<file path="config.mk">
export PLATFORM = sky130hd
export DESIGN_NAME = fetch_unit
export DESIGN_NICKNAME = d
export VERILOG_FILES = /design/src/rtl/fetch_unit.sv
export SDC_FILE = /design/constraint.sdc
export NUM_CORES = 1
export LEC_CHECK = 0
export ABC_AREA = 1
export ABC_CLOCK_PERIOD_IN_PS = 7370
export BUFFER_PORTS_ARGS = -buffer_cell sky130_fd_sc_hd__buf_2
export CORE_MARGIN = 3
export CORE_UTILIZATION = 50
export CTS_CLUSTER_DIAMETER = 200
export CTS_CLUSTER_SIZE = 25
export DETAILED_ROUTE_END_ITERATION = 12
export PLACE_DENSITY_LB_ADDON = 0.08
export SLEW_MARGIN = 5
export SYNTH_ARGS = -nofsm -noshare
export SYNTH_HDL_FRONTEND = slang
export SYNTH_SLANG_ARGS = --single-unit
</file>
<file path="constraint.sdc">
create_clock -name clk -period 7.37 [get_ports clk]
set_clock_uncertainty 0.05 [all_clocks]
set_input_delay 0.3685 -clock clk [delete_from_list [all_inputs] [get_ports clk]]
set_output_delay 0.3685 -clock clk [all_outputs]
set_load 0.01 [all_outputs]
</file>
<file path="src/rtl/fetch_unit.sv">
// fetch_unit: instruction-fetch stage.
//   Generates a word-addressed fetch PC and issues requests over an in-order
//   grant/response memory interface. Returned instructions are collected in a
//   small prefetch FIFO. The FIFO head is presented to IF/ID as {pc, instr},
//   one pair per cycle. Redirects flush the FIFO and mark responses that are
//   still in flight for discard. A stalled decode stage holds the head.
//
// Ports:
//   clk, rst            clock (rising edge), synchronous active-high reset
//   stall_if            decode stalled; hold the presented instruction
//   redirect_valid/_pc  control-flow change and its new fetch target
//   imem_req/_addr      request valid and word address (never depends on gnt)
//   imem_gnt            memory accepts the request this cycle
//   imem_rvalid/_rdata  in-order response
//   if_valid/_pc/_instr presented instruction (NOP_INSTR and pc 0 when empty)
module fetch_unit #(
    parameter logic [15:0] RESET_PC  = 16'h0000,
    parameter int          BUF_DEPTH = 2,
    parameter logic [15:0] NOP_INSTR = 16'hE000
) (
    input  logic        clk,
    input  logic        rst,
    input  logic        stall_if,
    input  logic        redirect_valid,
    input  logic [15:0] redirect_pc,
    output logic        imem_req,
    output logic [15:0] imem_addr,
    input  logic        imem_gnt,
    input  logic        imem_rvalid,
    input  logic [15:0] imem_rdata,
    output logic        if_valid,
    output logic [15:0] if_pc,
    output logic [15:0] if_instr
);

    localparam int AW = (BUF_DEPTH > 1) ? $clog2(BUF_DEPTH) : 1;
    localparam int CW = $clog2(BUF_DEPTH + 1);
    localparam int SW = CW + 1;

    typedef struct packed {
        logic [15:0] pc;
        logic [15:0] instr;
    } fetch_ent_t;

    logic [15:0]   fetch_pc;
    logic [CW-1:0] outstanding;
    logic [CW-1:0] discard;
    logic [CW-1:0] fifo_cnt;

    // PC of every accepted request, popped by every response (kept or dropped).
    logic [15:0]   pcq [BUF_DEPTH];
    logic [AW-1:0] pcq_wr;
    logic [AW-1:0] pcq_rd;

    fetch_ent_t    fifo [BUF_DEPTH];
    logic [AW-1:0] fifo_wr;
    logic [AW-1:0] fifo_rd;

    logic          pop;
    logic          push;
    logic          req_fire;
    logic [SW-1:0] credit_use;

    assign if_valid = !rst && (fifo_cnt != '0);
    assign pop      = if_valid && !stall_if && !redirect_valid;

    // The slot freed by this cycle's pop is counted as available so a new
    // request can go out every cycle in steady state.
    assign credit_use = SW'(outstanding) + SW'(fifo_cnt) - SW'(pop);
    assign imem_req   = !rst && !redirect_valid && (credit_use < SW'(BUF_DEPTH));
    assign imem_addr  = fetch_pc;
    assign req_fire   = imem_req && imem_gnt;

    // A response landing in a redirect cycle belongs to the old stream.
    assign push = imem_rvalid && !redirect_valid && (discard == '0);

    always_comb begin
        if_pc    = 16'h0000;
        if_instr = NOP_INSTR;
        if (if_valid) begin
            if_pc    = fifo[fifo_rd].pc;
            if_instr = fifo[fifo_rd].instr;
        end
    end

    always_ff @(posedge clk) begin
        if (rst) begin
            fetch_pc    <= RESET_PC;
            outstanding <= '0;
            discard     <= '0;
            fifo_cnt    <= '0;
            fifo_wr     <= '0;
            fifo_rd     <= '0;
            pcq_wr      <= '0;
            pcq_rd      <= '0;
        end else begin
            if (req_fire) begin
                pcq[pcq_wr] <= fetch_pc;
                pcq_wr      <= pcq_wr + 1'b1;
            end
            if (imem_rvalid)
                pcq_rd <= pcq_rd + 1'b1;
            outstanding <= outstanding + CW'(req_fire) - CW'(imem_rvalid);

            if (redirect_valid) begin
                fetch_pc <= redirect_pc;
                // Everything still in flight after this cycle is stale.
                discard  <= outstanding - CW'(imem_rvalid);
                fifo_cnt <= '0;
                fifo_wr  <= '0;
                fifo_rd  <= '0;
            end else begin
                if (req_fire)
                    fetch_pc <= fetch_pc + 16'd1;
                if (imem_rvalid && (discard != '0))
                    discard <= discard - 1'b1;
                if (push) begin
                    fifo[fifo_wr] <= '{pc: pcq[pcq_rd], instr: imem_rdata};
                    fifo_wr       <= fifo_wr + 1'b1;
                end
                if (pop)
                    fifo_rd <= fifo_rd + 1'b1;
                fifo_cnt <= fifo_cnt + CW'(push) - CW'(pop);
            end
        end
    end

    // Credit accounting must keep the FIFO from overflowing and responses
    // from arriving without a matching request.
    always_ff @(posedge clk) begin
        if (!rst) begin
            assert (!(push && (fifo_cnt == CW'(BUF_DEPTH))));
            assert (!(imem_rvalid && (outstanding == '0)));
        end
    end

endmodule

</file>
## Word level (Yosys, flattened, before mapping)

Memory sizes are Yosys's and may differ from the RTL's. A register that Yosys moved wholly into a read port is not among the register bits.
Index checks and enable logic that the tools add are counted.

- Register bits: 26
- Latch bits: 0
- Memory bits (writable): 96
- ROM bits: 0
- Input port bits: 38
- Output and inout port bits: 50
- Memories kept: 2

- Add/subtract/negate cells: 13
- $mul: 0
- Divide/modulo/power cells: 0
- $lt $le $gt $ge: 1
- Eq/ne operators: 0
- Shift-type cells: 0
- Multiplexer cells: 17
- Bitwise gates (word level): 0
- Reduce and logical (&&, ||, !) cells: 18

Memory list:

| name | depth | bits a word | rd ports | clocked after memory_dff | wr ports | RTL line | text |
|---|---|---|---|---|---|---|---|
| fifo | 2 | 32 | 1 | 1 | 1 | 55 | `fetch_ent_t fifo [BUF_DEPTH];` |
| pcq | 2 | 16 | 1 | 1 | 1 | 51 | `logic [15:0] pcq [BUF_DEPTH];` |

Operators by type and width:

| cell | number |
|---|---|
| 16-bit two-way mux | 4 |
| 16-bit by 1-bit adder with 16-bit output, second input constant | 1 |
| 1-bit two-way mux | 11 |
| 1-bit logical AND | 9 |
| 2-bit nonzero test | 4 |
| 2-bit by 1-bit subtractor with 2-bit output | 3 |
| 1-bit adder, second input constant | 4 |
| 2-bit by 1-bit adder with 2-bit output | 2 |
| 2-bit two-way mux | 2 |
| 2-bit by 2-bit adder with 3-bit output | 1 |
| 1-bit zero test | 3 |
| 3-bit by 2-bit less-than comparator with 1-bit output, second input constant | 1 |
| 3-bit by 1-bit subtractor with 3-bit output | 1 |
| 2-bit zero test | 1 |
| 2-bit OR reduction | 1 |
| 2-bit by 1-bit subtractor with 2-bit output, second input constant | 1 |

## Longest topological paths before layout

Gate-level depths: netlist (run 1).

- Depth in word-level cells: 11
- Depth in mapped cells: 17
- Mapped depth without buffers: 17

## Worst setup path before layout (run 1)

Ideal clock, no wire load.

- Path kind: reg2reg
- From: reg discard[0]
- To: mem fifo[1][0] (netlist name) (enable)
- Library setup time: 0.461 ns
- Arrival time: 2.805 ns
- Required time: 6.859 ns
- Slack: 4.054 ns
- Cell stages (with the launch flop): 5
- Path buffers: 0
- Period minus slack after synthesis: 3.316 ns
- Cells stage by stage: dfxtp_1 -> inv_1 -> ha_1 -> nand2_1 -> nor3_1

- Longest elaborated chain between the ends: 6

Ends and longest elaborated chain:

| element | RTL line | text |
|---|---|---|
| from (decl) | 47 | `logic [CW-1:0] discard;` |
| from (signal assigned) | 108 | `discard <= outstanding - CW'(imem_rvalid);` |
| from (signal assigned) | 116 | `discard <= discard - 1'b1;` |
| 2-bit zero test | 75 | `assign push = imem_rvalid && !redirect_valid && (discard == '0);` |
| 1-bit logical AND | 75 |  |
| 1-bit two-way mux | 117 | `if (push) begin` |
| 1-bit two-way mux | 105 | `if (redirect_valid) begin` |
| 1-bit two-way mux | 87 | `if (rst) begin` |
| 1-bit two-way mux (not written as such) | 118 | `fifo[fifo_wr] <= '{pc: pcq[pcq_rd], instr: imem_rdata};` |
| to (decl) | 55 |  |

Every way passes these cells.

## Worst setup path after layout (run 1)

- From: reg fifo_cnt[1]
- To: out imem_req

- Longest elaborated chain between the ends: 7
- Elaborated cells between the ends (all ways): 8
- Those cells by class: add/sub (2); order compare (1); reduce/logical (5)

Ends and longest elaborated chain:

| element | RTL line | text |
|---|---|---|
| from (decl) | 48 | `logic [CW-1:0] fifo_cnt;` |
| from (signal assigned) | 123 | `fifo_cnt <= fifo_cnt + CW'(push) - CW'(pop);` |
| 2-bit nonzero test | 64 | `assign if_valid = !rst && (fifo_cnt != '0);` |
| 1-bit logical AND | 64 |  |
| 1-bit logical AND (2 in a row) | 65 | `assign pop = if_valid && !stall_if && !redirect_valid;` |
| 3-bit by 1-bit subtractor with 3-bit output (*) | 69 | `assign credit_use = SW'(outstanding) + SW'(fifo_cnt) - SW'(pop);` |
| 3-bit by 2-bit less-than comparator with 1-bit output (*) | 70 | `assign imem_req = !rst && !redirect_valid && (credit_use < SW'(BUF_DEPTH));` |
| 1-bit logical AND (*) | 70 |  |
| to (decl) | 26 | `output logic imem_req,` |

Mark *: on every way between the ends. The rest lies on a longest branch, timed or not.

==> results of run 1 <==
routing by layer:
| metal | routed length, µm | up-vias | track usage |
|---|---|---|---|
| met5 | 0 | - | 0 |
| met4 | 51 | 0 | 0.0575 |
| met3 | 559 | 4 | 0.0510 |
| met2 | 5180 | 107 | 0.296 |
| met1 | 5120 | 1759 | 0.247 |
| li1 | - | 1884 | - |
cell usage after synthesis, types with 3 or more instances:
master	n	area (µm²)
sky130_fd_sc_hd__nand2_1	112	420
sky130_fd_sc_hd__buf_2	5	25.0
sky130_fd_sc_hd__o211ai_1	3	22.5
sky130_fd_sc_hd__mux2_2	45	507
sky130_fd_sc_hd__nor3_1	3	15.0
sky130_fd_sc_hd__dfxtp_1	28	561
sky130_fd_sc_hd__inv_1	75	282
sky130_fd_sc_hd__nand4_1	3	18.8
sky130_fd_sc_hd__ha_1	7	87.6
sky130_fd_sc_hd__clkbuf_1	6	22.5
sky130_fd_sc_hd__edfxtp_1	96	2880
sky130_fd_sc_hd__xor2_1	8	70.1
sky130_fd_sc_hd__nor2_1	37	139
sky130_fd_sc_hd__o21ai_0	13	65.1
sky130_fd_sc_hd__a21oi_1	17	85.1
sky130_fd_sc_hd__nand3_1	20	100
logic make-up (layout without fill, tap and decap cells):
group	count (synthesis)	after routing
buffers and inverters	91	217
AOI/OAI and AO/OA	37	37
adders and majority gates	8	8
muxes	45	45
DFF	124	124
and+or+nand+nor	184	184
xor gates and xnor gates	9	9
path summary, 6_finish.rpt:
kind	startpoint	end	slack, ns	cells past startpoint
hold / removal	redirect_pc[2]	imem_addr[2]$_SDFFE_PP0P_	0.13	3
hold reg to reg	fifo_wr$_SDFFE_PP0P_	fifo_wr$_SDFFE_PP0P_	0.41	2
setup / recovery	fifo_cnt[1]$_SDFF_PP0_	imem_req	4.47	11
setup reg to reg	fifo_cnt[1]$_SDFF_PP0_	outstanding[1]$_SDFF_PP0_	4.49	15
flip-flops by register name, summed over array words and instances (netlist names), named ones only:
register,count
outstanding,2
fifo_cnt,2
pcq,32
fifo_rd,1
fifo_wr,1
discard,2
imem_addr,16
pcq_wr,1
pcq_rd,1
fifo,64
worst register-to-register path, cell delays in order, from the launching register on:
cell	delay (ns)
sky130_fd_sc_hd__dfxtp_1	0.39
sky130_fd_sc_hd__o21ai_1	0.12
sky130_fd_sc_hd__nor3_2	0.25
sky130_fd_sc_hd__inv_1	0.13
sky130_fd_sc_hd__nand2_1	0.07
sky130_fd_sc_hd__nand3_1	0.08
sky130_fd_sc_hd__fa_1	0.48
sky130_fd_sc_hd__inv_1	0.06
sky130_fd_sc_hd__nor2_4	0.14
sky130_fd_sc_hd__nand3_4	0.15
sky130_fd_sc_hd__ha_1	0.31
sky130_fd_sc_hd__inv_1	0.04
sky130_fd_sc_hd__ha_1	0.17
sky130_fd_sc_hd__xor2_1	0.15
sky130_fd_sc_hd__o21ai_0	0.15
sky130_fd_sc_hd__a21oi_1	0.05
stage by stage:
stage          std cells   util
2_1_floorplan        498      -
3_3_place_gp         713  0.578
3_5_place_dp         713  0.578
4_1_cts              760  0.646
5_1_grt              760  0.646
6_report             760  0.646
where the power goes:
part           internal (µW)  leakage, µW  total [µW]  switching [µW]
sequential               776      0.00110         797            20.7
combinational           51.9      0.00160         117            65.0
clock                    479     0.000270         773             294
total                   1310      0.00298        1690             380
timing repair:
action,in CTS,in global routing
hold buffers,16,0
endpoints found under the hold margin,32,0
setup endpoints to repair,0,0
layout make-up:
cell class / instances / area (µm²)
tap: 136 / 170
sequential: 124 / 3440
inverter: 78 / 295
fill: 854 / 3720
clock buffer: 17 / 414
multi-input combinational: 283 / 1690
timing repair buffer: 108 / 633
clock inverter: 14 / 146
==> impl_metrics.prom, run 1 <==
# TYPE chip_impl_metric gauge
chip_impl_metric{name="timing.max_slew.rel_slack",unit=""} 0.259
chip_impl_metric{name="synth_compound_gate_area_share",unit=""} 0.0370
chip_impl_metric{name="dr_total_vias",unit=""} 3754
chip_impl_metric{name="drt_first_pass_iters",unit=""} 4
chip_impl_info{name="worstSetupStartpointType",value="register"} 1
chip_impl_metric{name="ff_latch_count_synth",unit=""} 124
chip_impl_info{name="worst_hold_path_type",value="primary input to register"} 1
chip_impl_metric{name="timing_worst_slew_pin_value",unit="ns"} 1.11
chip_impl_metric{name="muxShareOfSynthArea",unit=""} 0.0926
chip_impl_info{name="critical_path_class",value="register to primary output"} 1
chip_impl_metric{name="top_level_ports",unit=""} 88
chip_impl_metric{name="track_usage",unit=""} 0.185
chip_impl_metric{name="report.final.setup_viol",unit=""} 0
chip_impl_metric{name="numPortBuffers",unit=""} 87
chip_impl_metric{name="synth_cell_types",unit=""} 31
chip_impl_info{name="path_common_cell",value="sky130_fd_sc_hd__inv_1"} 1
chip_impl_info{name="mostFrequentLayoutCell",value="sky130_fd_sc_hd__nand2_1"} 1
chip_impl_metric{name="syn-mean-instance-area",unit="µm²"} 11.0
chip_impl_metric{name="gp_congestion",unit=""} 0.865
chip_impl_metric{name="grt_antenna_before_repair",unit=""} 0
chip_impl_metric{name="timing.critical_path.arrival",unit="ns"} 2.48
chip_impl_metric{name="timing.max_cap.violations",unit=""} 0
chip_impl_info{name="worstPathCellList",value="o21ai_1 -> nor3_2 -> inv_1 -> nand2_1 -> nand3_1 -> fa_1 -> inv_1 -> nor2_4 -> nand2_2 -> inv_1 -> buf_2"} 1
chip_impl_info{name="end_kind",value="primary output"} 1
chip_impl_metric{name="period_needed",unit="ns"} 2.90
chip_impl_info{name="combinational_family_with_the_most_area_after_synthesis",value="simple AND/OR/NAND/NOR gates"} 1
chip_impl_metric{name="die-width",unit="µm"} 111
chip_impl_metric{name="synth-simple-area-share",unit=""} 0.144
chip_impl_metric{name="insertion_delay",unit="ns"} 0.50
chip_impl_metric{name="cts_buffers",unit=""} 17
chip_impl_metric{name="drive_above_1_share",unit=""} 0.288
chip_impl_metric{name="post_cts.repair.setup_buffers",unit=""} 0
chip_impl_metric{name="route.final.wire_length",unit="µm"} 10900
chip_impl_metric{name="start_util",unit=""} 0.521
chip_impl_metric{name="grt_pass1_vias",unit=""} 3735
chip_impl_metric{name="ctsHtreeMaxLevel",unit=""} 4
chip_impl_info{name="rsz_0062_raised_after_global_routing",value="no"} 1
chip_impl_metric{name="critical_path.max_fanout",unit=""} 5
chip_impl_metric{name="setup-tns-final",unit="ns"} 0
chip_impl_metric{name="die_area",unit="mm²"} 0.0122
chip_impl_metric{name="first_pass_grt_wire_length",unit="µm"} 18300
chip_impl_metric{name="drt-vias-per-instance",unit=""} 4.94
chip_impl_metric{name="synth_enable_flop_cells",unit=""} 96
chip_impl_info{name="outcome",value="finished, final reports clean"} 1
chip_impl_info{name="synth_ff_type",value="sky130_fd_sc_hd__edfxtp_1"} 1
chip_impl_metric{name="nets",unit=""} 658
chip_impl_metric{name="number_of_gates_given_a_new_drive_strength_after_cts",unit=""} 0
chip_impl_metric{name="drc",unit=""} 0
chip_impl_metric{name="final_antenna_net_count",unit=""} 0
chip_impl_metric{name="grt.overflow.total",unit=""} 0
chip_impl_metric{name="finalMaxSlewViolations",unit=""} 0
chip_impl_metric{name="synthesis.yosys.warnings",unit=""} 0
chip_impl_metric{name="final_antenna_diode_count",unit=""} 0
chip_impl_metric{name="clock_sinks",unit=""} 124
chip_impl_metric{name="postPlaceCellArea",unit="mm²"} 0.00607
chip_impl_metric{name="synth_xor_area_frac",unit=""} 0.0144
chip_impl_metric{name="synth_async_sr_flop_share",unit=""} 0
chip_impl_info{name="leading_cell_types_in_the_layout_fill_and_taps_excluded",value="sky130_fd_sc_hd__nand2_1, sky130_fd_sc_hd__edfxtp_1, sky130_fd_sc_hd__buf_2"} 1
chip_impl_metric{name="hpwlAfterDp",unit="µm"} 7100
chip_impl_metric{name="setup_ws",unit="ns"} 4.47
chip_impl_metric{name="worst-path-buf-inv",unit=""} 4
chip_impl_metric{name="synth_nets",unit=""} 544
chip_impl_info{name="crit_path_top_delay_cell",value="sky130_fd_sc_hd__fa_1"} 1
chip_impl_metric{name="power.leakage",unit="µW"} 0.00298
chip_impl_metric{name="grt_start_max_net_pins",unit=""} 36
chip_impl_metric{name="clockBufferDepth",unit=""} 2
chip_impl_metric{name="mappedNetlistArea",unit="mm²"} 0.00548
chip_impl_metric{name="vdd_drop_max",unit="V"} 0.000136
chip_impl_metric{name="period_share",unit=""} 0.393
chip_impl_metric{name="synth.yosys.seq_area_share",unit=""} 0.629
chip_impl_metric{name="placeableCoreArea",unit="mm²"} 0.0105
chip_impl_metric{name="post-layout-total-power",unit="µW"} 1690
chip_impl_metric{name="average_wire_length_per_cell_after_detail_routing",unit="µm"} 14.4
chip_impl_metric{name="power_per_cell_area",unit="mW/mm²"} 248
chip_impl_metric{name="placement_rows",unit=""} 37
chip_impl_metric{name="areaGrowthSynthToFinish",unit="%"} 24.0
chip_impl_metric{name="report.final.hold_viol_count",unit=""} 0
chip_impl_info{name="clock_tree.root_cell",value="sky130_fd_sc_hd__clkbuf_8"} 1
chip_impl_metric{name="max_freq",unit="GHz"} 0.345
chip_impl_metric{name="cpPeakStageDelay",unit="ns"} 0.48
chip_impl_metric{name="overall_die_height",unit="µm"} 111
chip_impl_info{name="cts_tree",value="yes"} 1
chip_impl_metric{name="dr.first_iter.drc_count",unit=""} 198
chip_impl_metric{name="finish.instance_area",unit="mm²"} 0.00679
chip_impl_metric{name="hold_slack",unit="ns"} 0.135
chip_impl_metric{name="clk_pin_slew_worst_paths",unit="ns"} 0.06
chip_impl_metric{name="synth-adder-area-share",unit=""} 0.0197
chip_impl_metric{name="endpoint_required_time_on_the_critical_path",unit="ns"} 6.95
chip_impl_metric{name="synth_cells",unit=""} 498
chip_impl_info{name="critical-path-top-delay-family",value="simple AND/OR/NAND/NOR gates"} 1
chip_impl_metric{name="pre_cts_slack",unit="ns"} 4.02
(Power assumes the default switching activity.)
==> inputs of run 2 (changes only) <==
Settings changed: ABC_CLOCK_PERIOD_IN_PS 7370 to 2600.
Clock period 7.37 ns to 2.6 ns, I/O delays scaled along.
==> run 2 against run 1 <==
First-iteration DRC count rose by 3.5%. Power rose to 2.9 times the previous value. Hold slack got worse by 0.10 ns. Routed wire length rose by 1.5%.
==> impl_metrics.prom, run 2 (synthesis gave the netlist of run 1 again) <==
# TYPE chip_impl_metric gauge
chip_impl_info{name="outcome",value="finished, final reports clean"} 1
chip_impl_metric{name="power.leakage",unit="µW"} 0.00315
chip_impl_metric{name="first_pass_grt_wire_length",unit="µm"} 18000
chip_impl_info{name="register_ranked_first_by_flip_flop_count",value="fifo"} 1
chip_impl_info{name="rsz_0062_raised_after_global_routing",value="yes"} 1
chip_impl_metric{name="nets",unit=""} 689
chip_impl_info{name="hold_startpoint",value="imem_gnt"} 1
chip_impl_metric{name="placed_cells_incl_taps",unit=""} 723
chip_impl_metric{name="placement_rows",unit=""} 37
chip_impl_metric{name="reg2reg_setup_slack",unit="ns"} 0.04
chip_impl_metric{name="multiInputGateArea",unit="mm²"} 0.00178
chip_impl_metric{name="layoutNonFillerInstCount",unit=""} 792
chip_impl_metric{name="report.final.hold_viol_count",unit=""} 0
chip_impl_info{name="timing.hold.worst_endpoint",value="outstanding[1]$_SDFF_PP0_"} 1
chip_impl_metric{name="cts_buffers",unit=""} 17
chip_impl_metric{name="vdd_drop_max",unit="V"} 0.000372
chip_impl_metric{name="overall_die_height",unit="µm"} 111
chip_impl_metric{name="placeableCoreArea",unit="mm²"} 0.0105
chip_impl_metric{name="finish.instance_area",unit="mm²"} 0.00722
chip_impl_metric{name="timing.critical_path.arrival",unit="ns"} 2.92
chip_impl_metric{name="top_level_ports",unit=""} 88
chip_impl_metric{name="start_util",unit=""} 0.521
chip_impl_metric{name="clockBufferDepth",unit=""} 2
chip_impl_info{name="critical_path_class",value="primary input to register"} 1
chip_impl_info{name="worst_hold_path_type",value="primary input to register"} 1
chip_impl_metric{name="drc",unit=""} 0
chip_impl_metric{name="insertion_delay",unit="ns"} 0.50
chip_impl_metric{name="finalMaxSlewViolations",unit=""} 0
chip_impl_metric{name="die_area",unit="mm²"} 0.0122
chip_impl_metric{name="gp_congestion",unit=""} 0.833
chip_impl_info{name="worstSetupStartpointType",value="primary input"} 1
chip_impl_info{name="clock_tree.root_cell",value="sky130_fd_sc_hd__clkbuf_8"} 1
chip_impl_metric{name="drt-vias-per-instance",unit=""} 4.88
chip_impl_metric{name="grt.overflow.total",unit=""} 0
chip_impl_metric{name="track_usage",unit=""} 0.184
chip_impl_metric{name="drt_first_pass_iters",unit=""} 4
chip_impl_info{name="end_kind",value="register"} 1
chip_impl_info{name="worst_r2r_startpoint",value="fifo_cnt[1]$_SDFF_PP0_"} 1
chip_impl_metric{name="numPortBuffers",unit=""} 87
chip_impl_metric{name="grt_pass1_vias",unit=""} 3727
chip_impl_info{name="critical_path.reg2reg.endpoint",value="outstanding[1]$_SDFF_PP0_"} 1
chip_impl_metric{name="max_freq",unit="GHz"} 0.388
chip_impl_metric{name="route.final.wire_length",unit="µm"} 11100
chip_impl_metric{name="clk_pin_slew_worst_paths",unit="ns"} 0.06
chip_impl_info{name="crit_path_top_delay_cell",value="sky130_fd_sc_hd__dlygate4sd3_1"} 1
chip_impl_metric{name="drive_above_1_share",unit=""} 0.322
chip_impl_metric{name="postPlaceCellArea",unit="mm²"} 0.00616
chip_impl_info{name="cts_tree",value="yes"} 1
chip_impl_metric{name="period_share",unit=""} 0.991
chip_impl_metric{name="timing_worst_slew_pin_value",unit="ns"} 0.691
chip_impl_metric{name="fillers",unit=""} 788
chip_impl_info{name="critical-path-top-delay-family",value="adder cells"} 1
chip_impl_info{name="mostFrequentLayoutCell",value="sky130_fd_sc_hd__nand2_1"} 1
chip_impl_metric{name="rr_worst_depth",unit=""} 15
chip_impl_metric{name="worst-path-buf-inv",unit=""} 6
chip_impl_metric{name="endpoint_required_time_on_the_critical_path",unit="ns"} 2.95
chip_impl_metric{name="clock_sinks",unit=""} 124
chip_impl_metric{name="timing.max_cap.violations",unit=""} 0
chip_impl_info{name="worstPathCellList",value="dlygate4sd3_1 -> buf_2 -> inv_2 -> o21ai_4 -> nor3_4 -> inv_2 -> nand2_2 -> nand3_2 -> fa_1 -> inv_2 -> nor2_4 -> nand3_4 -> ha_4 -> inv_2 -> ha_4 -> xor2_2 -> o21ai_1 -> a21oi_1"} 1
chip_impl_metric{name="areaGrowthSynthToFinish",unit="%"} 31.9
chip_impl_metric{name="die-width",unit="µm"} 111
chip_impl_metric{name="final_antenna_net_count",unit=""} 0
chip_impl_metric{name="hold_path_stages",unit=""} 4
chip_impl_metric{name="average_wire_length_per_cell_after_detail_routing",unit="µm"} 14.0
chip_impl_info{name="path_common_cell",value="sky130_fd_sc_hd__inv_2"} 1
chip_impl_info{name="leading_cell_types_in_the_layout_fill_and_taps_excluded",value="sky130_fd_sc_hd__nand2_1, sky130_fd_sc_hd__edfxtp_1, sky130_fd_sc_hd__buf_2"} 1
chip_impl_metric{name="timing.max_slew.rel_slack",unit=""} 0.539
chip_impl_metric{name="hpwlAfterDp",unit="µm"} 6870
chip_impl_metric{name="ctsHtreeMaxLevel",unit=""} 4
chip_impl_metric{name="period_needed",unit="ns"} 2.58
chip_impl_metric{name="dr.first_iter.drc_count",unit=""} 205
chip_impl_metric{name="grt_antenna_before_repair",unit=""} 0
chip_impl_metric{name="sequential_cell_area",unit="mm²"} 0.00345
chip_impl_metric{name="final_antenna_diode_count",unit=""} 0
chip_impl_metric{name="dr_total_vias",unit=""} 3868
chip_impl_metric{name="critical_path.max_fanout",unit=""} 2
chip_impl_metric{name="grt_start_max_net_pins",unit=""} 36
chip_impl_metric{name="report.final.setup_viol",unit=""} 0
chip_impl_metric{name="max_reg_flops",unit=""} 64
chip_impl_metric{name="power_per_cell_area",unit="mW/mm²"} 683
chip_impl_metric{name="cpPeakStageDelay",unit="ns"} 0.53
-- run 2: worst max path at each step --
stage | startpoint | end | slack [ns] | cells after the start
2_1_floorplan | fifo_cnt[1]$_SDFF_PP0_ | pcq[0][0]$_DFFE_PP_ | -0.24 | 10
3_3_place_gp | fifo_cnt[1]$_SDFF_PP0_ | outstanding[1]$_SDFF_PP0_ | 0.04 | 15
3_5_place_dp | fifo_cnt[1]$_SDFF_PP0_ | outstanding[1]$_SDFF_PP0_ | -0.03 | 15
4_1_cts | fifo_cnt[0]$_SDFF_PP0_ | outstanding[1]$_SDFF_PP0_ | 0.01 | 15
5_1_grt | fifo_cnt[1]$_SDFF_PP0_ | outstanding[1]$_SDFF_PP0_ | -0.07 | 15
6_report | rst | outstanding[1]$_SDFF_PP0_ | 0.02 | 18
-- run 2: cell type report --
cell class              instances  share of cell area
clock inverters                 9              0.0111
repair buffers                139               0.129
flip-flops and latches        124               0.477
inverters                      78              0.0409
well taps                     136              0.0236
clock buffers                  23              0.0719
multi-input cells             283               0.246
-- run 2: what timing repair did --
item / CTS / global route
setup endpoints to repair: 1 / 28
pin swaps: 1 / 8
hold endpoints to repair: 51 / 0
hold buffers: 35 / 0
setup buffers: 0 / 2
resized for setup: 3 / 21
-- run 2: per-layer routing --
| metal | track usage | vias up | wire, µm |
|---|---|---|---|
| met1 | 0.239 | 1801 | 4990 |
| met2 | 0.294 | 118 | 5380 |
| met3 | 0.0548 | 6 | 635 |
| li1 | - | 1943 | - |
| met4 | 0.0608 | 0 | 72 |
| met5 | 0 | - | 0 |
-- run 2: per-stage QoR --
| stage | hold WS [ns] | TNS [ns] | total power (µW) | setup slack [ns] | utilization |
|---|---|---|---|---|---|
| floorplan | 0.149 | -7.82 | 2490 | -0.242 | - |
| finish | 0.0309 | 0 | 4930 | 0.0237 | 0.687 |
| CTS | 0.00112 | 0 | 4950 | 0.0109 | 0.677 |
| global placement | 0.269 | 0 | 2610 | 0.0436 | 0.587 |
| global route | 0.0109 | -0.0855 | 5130 | -0.0736 | 0.687 |
| detailed placement | 0.274 | -0.0324 | 2620 | -0.0324 | 0.587 |
-- run 2: where the power goes --
group / leakage (µW) / switching (µW) / internal, µW
Sequential: 0.00110 / 59.4 / 2200
Clock: 0.000288 / 805 / 1480
Combinational: 0.00176 / 204 / 187
-- run 2: worst register-to-register path, cell delays in order (launching register included) --
cell and delay [ns]:
sky130_fd_sc_hd__dfxtp_2 0.35, sky130_fd_sc_hd__o21ai_4 0.07, sky130_fd_sc_hd__nor3_4 0.20, sky130_fd_sc_hd__inv_2 0.06, sky130_fd_sc_hd__nand2_2 0.06, sky130_fd_sc_hd__nand3_2 0.08
sky130_fd_sc_hd__fa_1 0.53, sky130_fd_sc_hd__inv_2 0.05, sky130_fd_sc_hd__nor2_4 0.11, sky130_fd_sc_hd__nand3_4 0.10, sky130_fd_sc_hd__ha_4 0.27, sky130_fd_sc_hd__inv_2 0.04
sky130_fd_sc_hd__ha_4 0.15, sky130_fd_sc_hd__xor2_2 0.14, sky130_fd_sc_hd__o21ai_1 0.14, sky130_fd_sc_hd__a21oi_1 0.05
